### src/rtl/cam_pkg.sv
// Shared types and helpers for the camera frame-grab sequencer.
package cam_pkg;

  typedef enum logic [2:0] {
    S_IDLE,
    S_ARM,
    S_WAIT_FV,
    S_CAPTURE,
    S_RD,
    S_LOAD,
    S_TXWAIT
  } cam_state_e;

  localparam logic [7:0] CMD_CAPTURE_DEF = 8'hAA;
  localparam logic [7:0] CMD_ABORT_DEF   = 8'h1B;

  function automatic logic [7:0] pix_byte(
    input logic [9:0] pix
  );
    return pix[9:2];
  endfunction

endpackage

### src/rtl/cam_line_counter.sv
// Column/row tracking and write gating for one captured frame.
module cam_line_counter
  import cam_pkg::*;
#(
  parameter int IMG_W = 2,
  parameter int IMG_H = 3,
  localparam int CW = $clog2(IMG_W + 1),
  localparam int RW = $clog2(IMG_H + 1)
) (
  input  logic          clk_i,
  input  logic          rst_ni,
  input  logic          clr_i,
  input  logic          en_i,
  input  logic          fv_i,
  input  logic          lv_i,
  output logic [CW-1:0] col_o,
  output logic [RW-1:0] row_o,
  output logic          we_o,
  output logic          lv_fall_o,
  output logic          fv_fall_o
);

  localparam logic [CW-1:0] COL_MAX = CW'(IMG_W);
  localparam logic [RW-1:0] ROW_MAX = RW'(IMG_H);

  logic          lv_q, fv_q;
  logic [CW-1:0] col_q, col_d;
  logic [RW-1:0] row_q, row_d;
  logic          row_adv;

  assign lv_fall_o = lv_q & ~lv_i;
  assign fv_fall_o = fv_q & ~fv_i;

  assign we_o = en_i & fv_i & lv_i
              & (col_q < COL_MAX)
              & (row_q < ROW_MAX);

  // Only lines that stored something advance the row.
  assign row_adv = en_i & lv_fall_o
                 & (col_q != '0)
                 & (row_q < ROW_MAX);

  assign col_o = col_q;
  assign row_o = row_q;

  always_comb begin
    col_d = col_q;
    row_d = row_q;
    unique case (1'b1)
      clr_i: begin
        col_d = '0;
        row_d = '0;
      end
      we_o: col_d = col_q + 1'b1;
      row_adv: begin
        col_d = '0;
        row_d = row_q + 1'b1;
      end
      default: ;
    endcase
  end

  // Edge flops reset high so a mid-frame reset release is not an edge.
  always_ff @(posedge clk_i or negedge rst_ni) begin
    if (!rst_ni) begin
      lv_q  <= 1'b1;
      fv_q  <= 1'b1;
      col_q <= '0;
      row_q <= '0;
    end else begin
      lv_q  <= lv_i;
      fv_q  <= fv_i;
      col_q <= col_d;
      row_q <= row_d;
    end
  end

endmodule

### src/rtl/capture_sequencer.sv
// Frame-grab controller: arm on command, capture one frame into the
// pixel buffer, then stream it out over the UART transmitter.
module capture_sequencer
  import cam_pkg::*;
#(
  parameter int          IMG_W       = 2,
  parameter int          IMG_H       = 3,
  parameter logic [7:0]  CMD_CAPTURE = CMD_CAPTURE_DEF,
  parameter logic [7:0]  CMD_ABORT   = CMD_ABORT_DEF,
  localparam int NPIX = IMG_W * IMG_H,
  localparam int AW   = (NPIX > 1) ? $clog2(NPIX) : 1
) (
  input  logic          CLK,
  input  logic          RST,
  input  logic [7:0]    CMD_DATA,
  input  logic          CMD_VALID,
  input  logic          CAM_FRAME_VALID,
  input  logic          CAM_LINE_VALID,
  input  logic [9:0]    CAM_DATA,
  output logic          BUF_WE,
  output logic [AW-1:0] BUF_ADDR,
  output logic [7:0]    BUF_WDATA,
  input  logic [7:0]    BUF_RDATA,
  output logic [7:0]    TX_DATA,
  output logic          TX_START,
  input  logic          TX_BUSY,
  output logic          BUSY,
  output logic          FRAME_DONE,
  output logic          ERR
);

  localparam int CW = $clog2(IMG_W + 1);
  localparam int RW = $clog2(IMG_H + 1);
  localparam int NW = $clog2(NPIX + 1);
  localparam logic [NW-1:0] N_ALL  = NW'(NPIX);
  localparam logic [NW-1:0] N_LAST = NW'(NPIX - 1);

  cam_state_e    state_q, state_d;
  logic [NW-1:0] addr_q, addr_d;
  logic [7:0]    txd_q, txd_d;
  logic          start_q, start_d;
  logic          first_q, first_d;
  logic          done_q, done_d;
  logic          err_q, err_d;

  logic          we, lv_fall, fv_fall;
  logic [CW-1:0] col;
  logic [RW-1:0] row;
  logic          cmd_cap, cmd_abort;
  logic          unused_ok;

  cam_line_counter #(
    .IMG_W (IMG_W),
    .IMG_H (IMG_H)
  ) u_lines (
    .clk_i     (CLK),
    .rst_ni    (RST),
    .clr_i     (state_q == S_WAIT_FV),
    .en_i      (state_q == S_CAPTURE),
    .fv_i      (CAM_FRAME_VALID),
    .lv_i      (CAM_LINE_VALID),
    .col_o     (col),
    .row_o     (row),
    .we_o      (we),
    .lv_fall_o (lv_fall),
    .fv_fall_o (fv_fall)
  );

  assign unused_ok = ^{col, row, lv_fall, CAM_DATA[1:0]};

  assign cmd_cap   = CMD_VALID & (CMD_DATA == CMD_CAPTURE);
  assign cmd_abort = CMD_VALID & (CMD_DATA == CMD_ABORT);

  assign BUF_WE     = we;
  assign BUF_ADDR   = addr_q[AW-1:0];
  assign BUF_WDATA  = pix_byte(CAM_DATA);
  assign TX_DATA    = txd_q;
  assign TX_START   = start_q;
  assign BUSY       = (state_q != S_IDLE);
  assign FRAME_DONE = done_q;
  assign ERR        = err_q;

  always_comb begin
    state_d = state_q;
    addr_d  = addr_q;
    txd_d   = txd_q;
    start_d = 1'b0;
    first_d = 1'b0;
    done_d  = 1'b0;
    err_d   = 1'b0;
    if (cmd_abort && state_q != S_IDLE) begin
      state_d = S_IDLE;
    end else begin
      unique case (state_q)
        S_IDLE:
          if (cmd_cap) state_d = S_ARM;
        S_ARM:
          if (!CAM_FRAME_VALID) state_d = S_WAIT_FV;
        S_WAIT_FV: begin
          addr_d = '0;
          if (CAM_FRAME_VALID) state_d = S_CAPTURE;
        end
        S_CAPTURE: begin
          if (we) addr_d = addr_q + 1'b1;
          if (fv_fall) begin
            if (addr_q == N_ALL) begin
              addr_d  = '0;
              state_d = S_RD;
            end else begin
              err_d   = 1'b1;
              state_d = S_IDLE;
            end
          end
        end
        S_RD:
          state_d = S_LOAD;
        S_LOAD:
          if (!TX_BUSY) begin
            txd_d   = BUF_RDATA;
            start_d = 1'b1;
            first_d = 1'b1;
            state_d = S_TXWAIT;
          end
        // First cycle is skipped: busy only rises after the start is taken.
        S_TXWAIT:
          if (!first_q && !TX_BUSY) begin
            if (addr_q == N_LAST) begin
              done_d  = 1'b1;
              state_d = S_IDLE;
            end else begin
              addr_d  = addr_q + 1'b1;
              state_d = S_RD;
            end
          end
        default:
          state_d = S_IDLE;
      endcase
    end
  end

  always_ff @(posedge CLK or negedge RST) begin
    if (!RST) begin
      state_q <= S_IDLE;
      addr_q  <= '0;
      txd_q   <= '0;
      start_q <= 1'b0;
      first_q <= 1'b0;
      done_q  <= 1'b0;
      err_q   <= 1'b0;
    end else begin
      state_q <= state_d;
      addr_q  <= addr_d;
      txd_q   <= txd_d;
      start_q <= start_d;
      first_q <= first_d;
      done_q  <= done_d;
      err_q   <= err_d;
    end
  end

endmodule

### config.mk
export PLATFORM = sky130hd
export DESIGN_NAME = capture_sequencer
export DESIGN_NICKNAME = d
export VERILOG_FILES = /design/src/rtl/cam_pkg.sv /design/src/rtl/cam_line_counter.sv /design/src/rtl/capture_sequencer.sv
export SDC_FILE = /design/constraint.sdc
export NUM_CORES = 1
export LEC_CHECK = 0
export ABC_AREA = 1
export CAP_MARGIN = 40
export CELL_PAD_IN_SITES_DETAIL_PLACEMENT = 0
export CELL_PAD_IN_SITES_GLOBAL_PLACEMENT = 1
export CORE_MARGIN = 2
export CORE_UTILIZATION = 24
export CTS_BUF_LIST = sky130_fd_sc_hd__clkbuf_4 sky130_fd_sc_hd__clkbuf_8
export CTS_CLUSTER_DIAMETER = 200
export DETAILED_ROUTE_END_ITERATION = 12
export PLACE_DENSITY_LB_ADDON = 0.1
export SETUP_SLACK_MARGIN = 0.4
export SYNTH_ARGS = -nofsm -noshare
export SYNTH_HDL_FRONTEND = slang
export SYNTH_SLANG_ARGS = --single-unit
### constraint.sdc
create_clock -name CLK -period 2.6 [get_ports CLK]
set_clock_uncertainty 0.1 [all_clocks]
set_input_delay 0.52 -clock CLK [delete_from_list [all_inputs] [get_ports CLK]]
set_output_delay 0.52 -clock CLK [all_outputs]
set_load 0.01 [all_outputs]
==> results.json, run 1 <==
{
  "power_density_mw_per_mm2": 881,
  "max-clock-path-buffers": 2,
  "final_layout_size_suffix_gt1_share_pct": 12.3,
  "cap_viol_max_count": 0,
  "final_cell_mix": "sky130_fd_sc_hd__nand2_1, sky130_fd_sc_hd__clkdlybuf4s50_1, sky130_fd_sc_hd__nor2_1",
  "worst_hold_path_type": "reg2reg",
  "area_growth_syn_to_layout_pct": 34.8,
  "antenna-diode-count": 0,
  "fin_crit_ns": 2.13,
  "seq_area_frac_synth_pct": 39.6,
  "total_length_of_routed_wires_um": 3610,
  "gpl.final_weighted_congestion": 0.734,
  "ff_latch_area_um2": 581,
  "maxClockFrequency_mhz": 470,
  "hpwlAfterDp_um": 2840,
  "critPathLaunchType": "flip-flop",
  "via_count": 1355,
  "grt_remaining_overflow": 0,
  "critical_path_arrival_ns": 1.51,
  "vias_in_the_first_global_route": 1301,
  "num_io_pins": 56,
  "synth.distinct_cells": 22,
  "route.detailed.drc": 0,
  "firstDrtPassIters": 6,
  "syn_area_per_cell_um2": 6.85,
  "placement_rows": 28,
  "synthesis.instances": 213,
  "detail-route-antenna-nets": 0,
  "numPlacedInstances": 319,
  "mappedNetlistArea_mm2": 0.00146,
  "worstSkewPairLatency_ns": 0.27,
  "post-synth-top-area-fraction_pct": 36.0,
  "grt.total_usage_pct": 11.4,
  "route.detailed.vias_per_inst": 4.14,
  "relative_slew_slack_pct": 65.8,
  "design.final.nets": 290,
  "required_ns": 1.98,
  "place.port_buffers": 37,
  "global_route.peak_usage_layer": "met2",
  "report.final.hold_viol_count": 0,
  "grt_first_pass_wirelength_um": 5870,
  "synth-seq-cells": 23,
  "irDropWorstVdd_uv": 280,
  "timing.critical_path.fanout_max": 8,
  "htreeDepth": 1,
  "groute.layer.met1.usage_pct": 14.0,
  "drtIter0Drc": 57,
  "setup_viol": 0,
  "clock-sinks": 23,
  "setup-tns-final_ns": 0,
  "die_area_mm2": 0.00672,
  "final_design_area_no_fill_mm2": 0.00197,
  "routed_wire_length_per_instance_um": 11.0,
  "initial_antenna_violation_count": 0,
  "cts.reportedPaths.clkPinSlew_ns": 0.09,
  "die_w_um": 82.0,
  "synth.net_count": 250,
  "netlist_top_cells_area": "sky130_fd_sc_hd__dfrtp_1, sky130_fd_sc_hd__nand2_1, sky130_fd_sc_hd__nor2_1",
  "die_h_um": 82.0,
  "initial_standard_cell_utilization_of_the_core_pct": 24.8,
  "place_area_mm2": 0.00188,
  "gr-usage-met3_pct": 2.97,
  "multi_input_area_um2": 706,
  "yosys_warnings": 0,
  "synthDominantAreaCellType": "sky130_fd_sc_hd__dfrtp_1",
  "unrepaired_setup_endpoints_after_global_routing": "true",
  "critical_path.endpoint_type": "output port",
  "root_buffer": "sky130_fd_sc_hd__clkbuf_8",
  "fillCellCount": 659,
  "tritoncts": "done",
  "layoutNonFillerInstCount": 327,
  "cts_hold_buf": 0,
  "commonest_non_fill_non_tap_cell_in_the_layout": "sky130_fd_sc_hd__nand2_1",
  "drv_slew": 0,
  "worstMarginPinSlew_ns": 0.512,
  "crit_type": "reg2out",
  "cellLeakagePower_nw": 1.02,
  "coreArea_mm2": 0.00589,
  "cts-buffers-inserted": 3,
  "global_route.usage.met2_pct": 19.2,
  "timing.final.crit_share_pct": 81.8,
  "run_status": "finished clean",
  "pin_count_of_the_biggest_net_entering_global_routing": 15
}
metal layers:
layer  part of all wire [%]  vias to the layer above
met3                    7.1                        4
met2                     48                       40
met5                      0                        -
met4                   0.72                        0
met1                     44                      595
li1                       -                      716
sequential cells by signal (all words and copies together) (netlist names):
name	count
TX_DATA	8
first_q	1
BUF_ADDR	3
u_lines.row_o	2
ERR	1
u_lines.fv_q	1
state_q	3
u_lines.col_o	2
FRAME_DONE	1
u_lines.lv_q	1
area by class of cell:
cell class	count	area share [%]
flip-flops and latches	23	29.5
repair buffers	45	22.0
multi-input cells	152	35.9
clock inverters	1	0.254
well taps	75	4.77
inverters	28	5.47
clock buffers	3	2.10
critical path, cell delays in order, from the launching register on:
cell,delay (ns)
sky130_fd_sc_hd__dfrtp_2,0.47
sky130_fd_sc_hd__inv_2,0.11
sky130_fd_sc_hd__nand3_2,0.14
sky130_fd_sc_hd__clkdlybuf4s50_1,0.51
synth_stat cells, drive strengths merged:
cell type,instances
a21oi,3
buf,10
dfrtp,21
dfstp,2
ha,5
inv,28
nand2,85
nand3,17
nand4,2
nor2,31
nor3,4
o21ai,3
or2,1
xor2,1
logic make-up after synthesis:
| family | count (synthesis) | synth area share [%] |
|---|---|---|
| adders and majority gates | 5 | 4.29 |
| DFF | 23 | 39.6 |
| AOI/OAI and AO/OA | 6 | 2.06 |
| xor gates and xnor gates | 1 | 0.600 |
| buffers and inverters | 38 | 12.5 |
| and+or+nand+nor | 140 | 40.9 |
metrics by stage:
| step | total power, mW | hold WS (ns) | worst slack [ns] | utilization (%) |
|---|---|---|---|---|
| floorplan | 1.14 | 0.124 | 0.984 | - |
| global placement | 1.49 | 0.365 | 0.0727 | 31.9 |
| detailed placement | 1.47 | 0.368 | 0.0589 | 31.9 |
| CTS | 1.72 | 0.385 | 0.389 | 32.7 |
| global route | 1.92 | 0.407 | 0.384 | 33.4 |
| finish | 1.73 | 0.387 | 0.472 | 33.4 |
report_power, final:
group          switching, mW  internal, mW  leakage (nW)
clock                  0.131         0.107        0.0255
sequential            0.0991         0.481         0.292
combinational          0.497         0.418         0.699
total                  0.727          1.01          1.02
final timing paths:
path	to	from	slack (ns)	cells after the start
setup / recovery	BUSY	state_q[1]	0.47	3
hold / removal	TX_DATA[4]	TX_DATA[4]	0.39	2
setup reg to reg	u_lines.row_o[0]	state_q[0]	1.08	8
hold reg to reg	TX_DATA[4]	TX_DATA[4]	0.39	2
max in group asynchronous	state_q[1]	RST	1.31	2
min in group asynchronous	BUF_ADDR[2]	RST	0.48	1
repair_timing:
action	CTS	global route
resized for setup	6	4
pin swaps	0	3
endpoints found under the setup margin	2	2
buffers inserted	0	4
No activity file was read; power rests on OpenSTA's default activity.
==> run 2: changes to the inputs <==
==> constraint.sdc (replaced) <==
create_clock -name CLK -period 2 [get_ports CLK]
set_clock_uncertainty 0.1 [all_clocks]
set_input_delay 0.4 -clock CLK [delete_from_list [all_inputs] [get_ports CLK]]
set_output_delay 0.4 -clock CLK [all_outputs]
set_load 0.01 [all_outputs]
==> run 2 against run 1 <==
  * Clock-buffer cell count unchanged
  * Global-route usage is 0.86 points higher
  * Final area increased by 17%
  * Highest routed layer unchanged
==> results.json, run 2 (synthesis gave the netlist of run 1 again) <==
{
  "gpl.final_weighted_congestion": 0.737,
  "worstMarginPinSlew_ns": 0.305,
  "commonest_non_fill_non_tap_cell_in_the_layout": "sky130_fd_sc_hd__nand2_1",
  "route.detailed.vias_per_inst": 4.09,
  "min_setup_slack_post_route_ns": 0.199,
  "worst_hold_path_type": "in2reg",
  "power_frac_seq_pct": 28.7,
  "setup_viol": 0,
  "irDropWorstVdd_uv": 414,
  "critPathSlowestCell": "sky130_fd_sc_hd__dfrtp_1",
  "design.final.nets": 318,
  "drtIter0Drc": 44,
  "initial_standard_cell_utilization_of_the_core_pct": 24.8,
  "ff_latch_area_um2": 582,
  "numPlacedInstances": 335,
  "power.combinational.fraction_pct": 59.3,
  "run_status": "finished clean",
  "maxClockFrequency_mhz": 555,
  "relative_slew_slack_pct": 79.7,
  "grt_first_pass_wirelength_um": 6320,
  "dpl_worst_slack_ns": -0.219,
  "timing.critical_path.fanout_max": 2,
  "fin_crit_ns": 1.80,
  "timing.final.crit_share_pct": 90.0,
  "cap_viol_max_count": 0,
  "critical_path_arrival_ns": 1.30,
  "post-route-util_pct": 39.0,
  "die_h_um": 82.0,
  "tritoncts": "done",
  "via_count": 1451,
  "worstPathCellList": "ha_2 > inv_2 > nand2_1 > nor2_1 > nand2_1 > inv_1 > buf_2",
  "coreArea_mm2": 0.00589,
  "cts.reportedPaths.clkPinSlew_ns": 0.09,
  "antenna-diode-count": 0,
  "pin_count_of_the_biggest_net_entering_global_routing": 24,
  "vias_in_the_first_global_route": 1420,
  "worst_path_largest_cell_delay_ns": 0.39,
  "critPathLaunchType": "flip-flop",
  "layoutNonFillerInstCount": 355,
  "htreeDepth": 1,
  "grt_remaining_overflow": 0,
  "drv_slew": 0,
  "power.share.switching_pct": 42.8,
  "die_w_um": 82.0,
  "max-clock-path-buffers": 2,
  "crit_type": "reg2out",
  "p_switching_mw": 1.08,
  "final_layout_size_suffix_gt1_share_pct": 31.4,
  "hpwlAfterDp_um": 2960,
  "num_io_pins": 56,
  "initial_antenna_violation_count": 0,
  "report.final.hold_viol_count": 0,
  "clock-sinks": 23,
  "final_cell_mix": "sky130_fd_sc_hd__nand2_1, sky130_fd_sc_hd__buf_4, sky130_fd_sc_hd__nor2_1",
  "fillCellCount": 662,
  "grt.total_usage_pct": 12.2,
  "most_used_cell_along_the_critical_path": "sky130_fd_sc_hd__nand2_1",
  "total_length_of_routed_wires_um": 3820,
  "cts-buffers-inserted": 3,
  "die_area_mm2": 0.00672,
  "detail-route-antenna-nets": 0,
  "largest_register_ff_count": 8,
  "required_ns": 1.50,
  "routed_wire_length_per_instance_um": 10.8,
  "place.port_buffers": 37,
  "cellLeakagePower_nw": 1.26,
  "power.share.clock_pct": 12.1,
  "worstSkewPairLatency_ns": 0.27,
  "critical_path.endpoint_type": "output port",
  "power_density_mw_per_mm2": 1090,
  "route.detailed.drc": 0,
  "area_growth_syn_to_layout_pct": 57.5,
  "internal-power_mw": 1.44,
  "root_buffer": "sky130_fd_sc_hd__clkbuf_8",
  "unrepaired_setup_endpoints_after_global_routing": "true",
  "multi_input_area_um2": 816,
  "firstDrtPassIters": 4,
  "placement_rows": 28
}
## run 2: cell types whose count changed in the layout (fill, tap and decap cells not counted), moves of 8 or more
cell | previous run | this run
sky130_fd_sc_hd__buf_4 | 8 | 32
sky130_fd_sc_hd__clkdlybuf4s50_1 | 34 | 15
sky130_fd_sc_hd__dlygate4sd2_1 | 1 | 14
sky130_fd_sc_hd__nand2_1 | 84 | 74
sky130_fd_sc_hd__nand2_2 | 0 | 9
sky130_fd_sc_hd__nor2_1 | 30 | 22
## run 2: worst paths after layout
| path | from | endpoint | slack, ns | depth (start not counted) |
|---|---|---|---|---|
| setup / recovery | u_lines.row_o[0] | BUF_WE | 0.20 | 7 |
| hold / removal | CAM_FRAME_VALID | u_lines.fv_q | 0.29 | 2 |
| setup reg to reg | u_lines.row_o[0] | BUF_ADDR[1] | 0.44 | 11 |
| hold reg to reg | TX_DATA[6] | TX_DATA[6] | 0.38 | 2 |
| max in group asynchronous | RST | u_lines.fv_q | 1.12 | 2 |
| min in group asynchronous | RST | BUF_ADDR[0] | 0.38 | 2 |
## run 2: cell type report
cell class | count | share of cell area, %
sequential | 23 | 25.3
inverter | 28 | 4.68
multi-input combinational | 152 | 35.5
timing repair buffer | 73 | 28.3
tap | 75 | 4.08
clock buffer | 3 | 1.80
clock inverter | 1 | 0.327
## run 2: per-layer routing
| metal | track usage, % | part of all wire, % | routed length (um) |
|---|---|---|---|
| met5 | 0 | 0 | 0 |
| met4 | 2.33 | 0.58 | 22 |
| met3 | 3.30 | 6.1 | 232 |
| met2 | 22.1 | 50 | 1920 |
| met1 | 14.5 | 43 | 1640 |
## run 2: worst max-delay path, delay by kind of cell (launching register included)
family        cells  cell delay, ns
flops             1            0.39
buf+inv           3            0.25
fa+ha+maj         1            0.20
simple gates      3            0.20
## run 2: per-stage QoR
stage               setup TNS, ns  total power [mW]  hold WS [ns]  instance area (um^2)
detailed placement         -0.238              2.01         0.369                  2000
floorplan                       0              1.48       0.00441                  1460
finish                          0              2.52         0.293                  2300
global placement           -0.196              2.02         0.365                  2000
CTS                             0              2.41         0.387                  2130
global route                    0              2.78         0.298                  2300
## run 2: power groups by stage
stage,clock (mW),sequential [mW],combinational [mW]
after floorplan,0,0.769,0.710
after global placement,0,0.764,1.25
after detailed placement,0,0.758,1.25
after CTS,0.315,0.722,1.37
after global routing,0.342,0.740,1.69
final,0.304,0.721,1.49
## run 2: timing repair
action                     in CTS  in global routing
setup buffers                   9                  7
resized for setup              34                 39
pin swaps                       5                 25
hold buffers                    0                  0
setup endpoints to repair      35                 22
hold endpoints to repair        0                  0
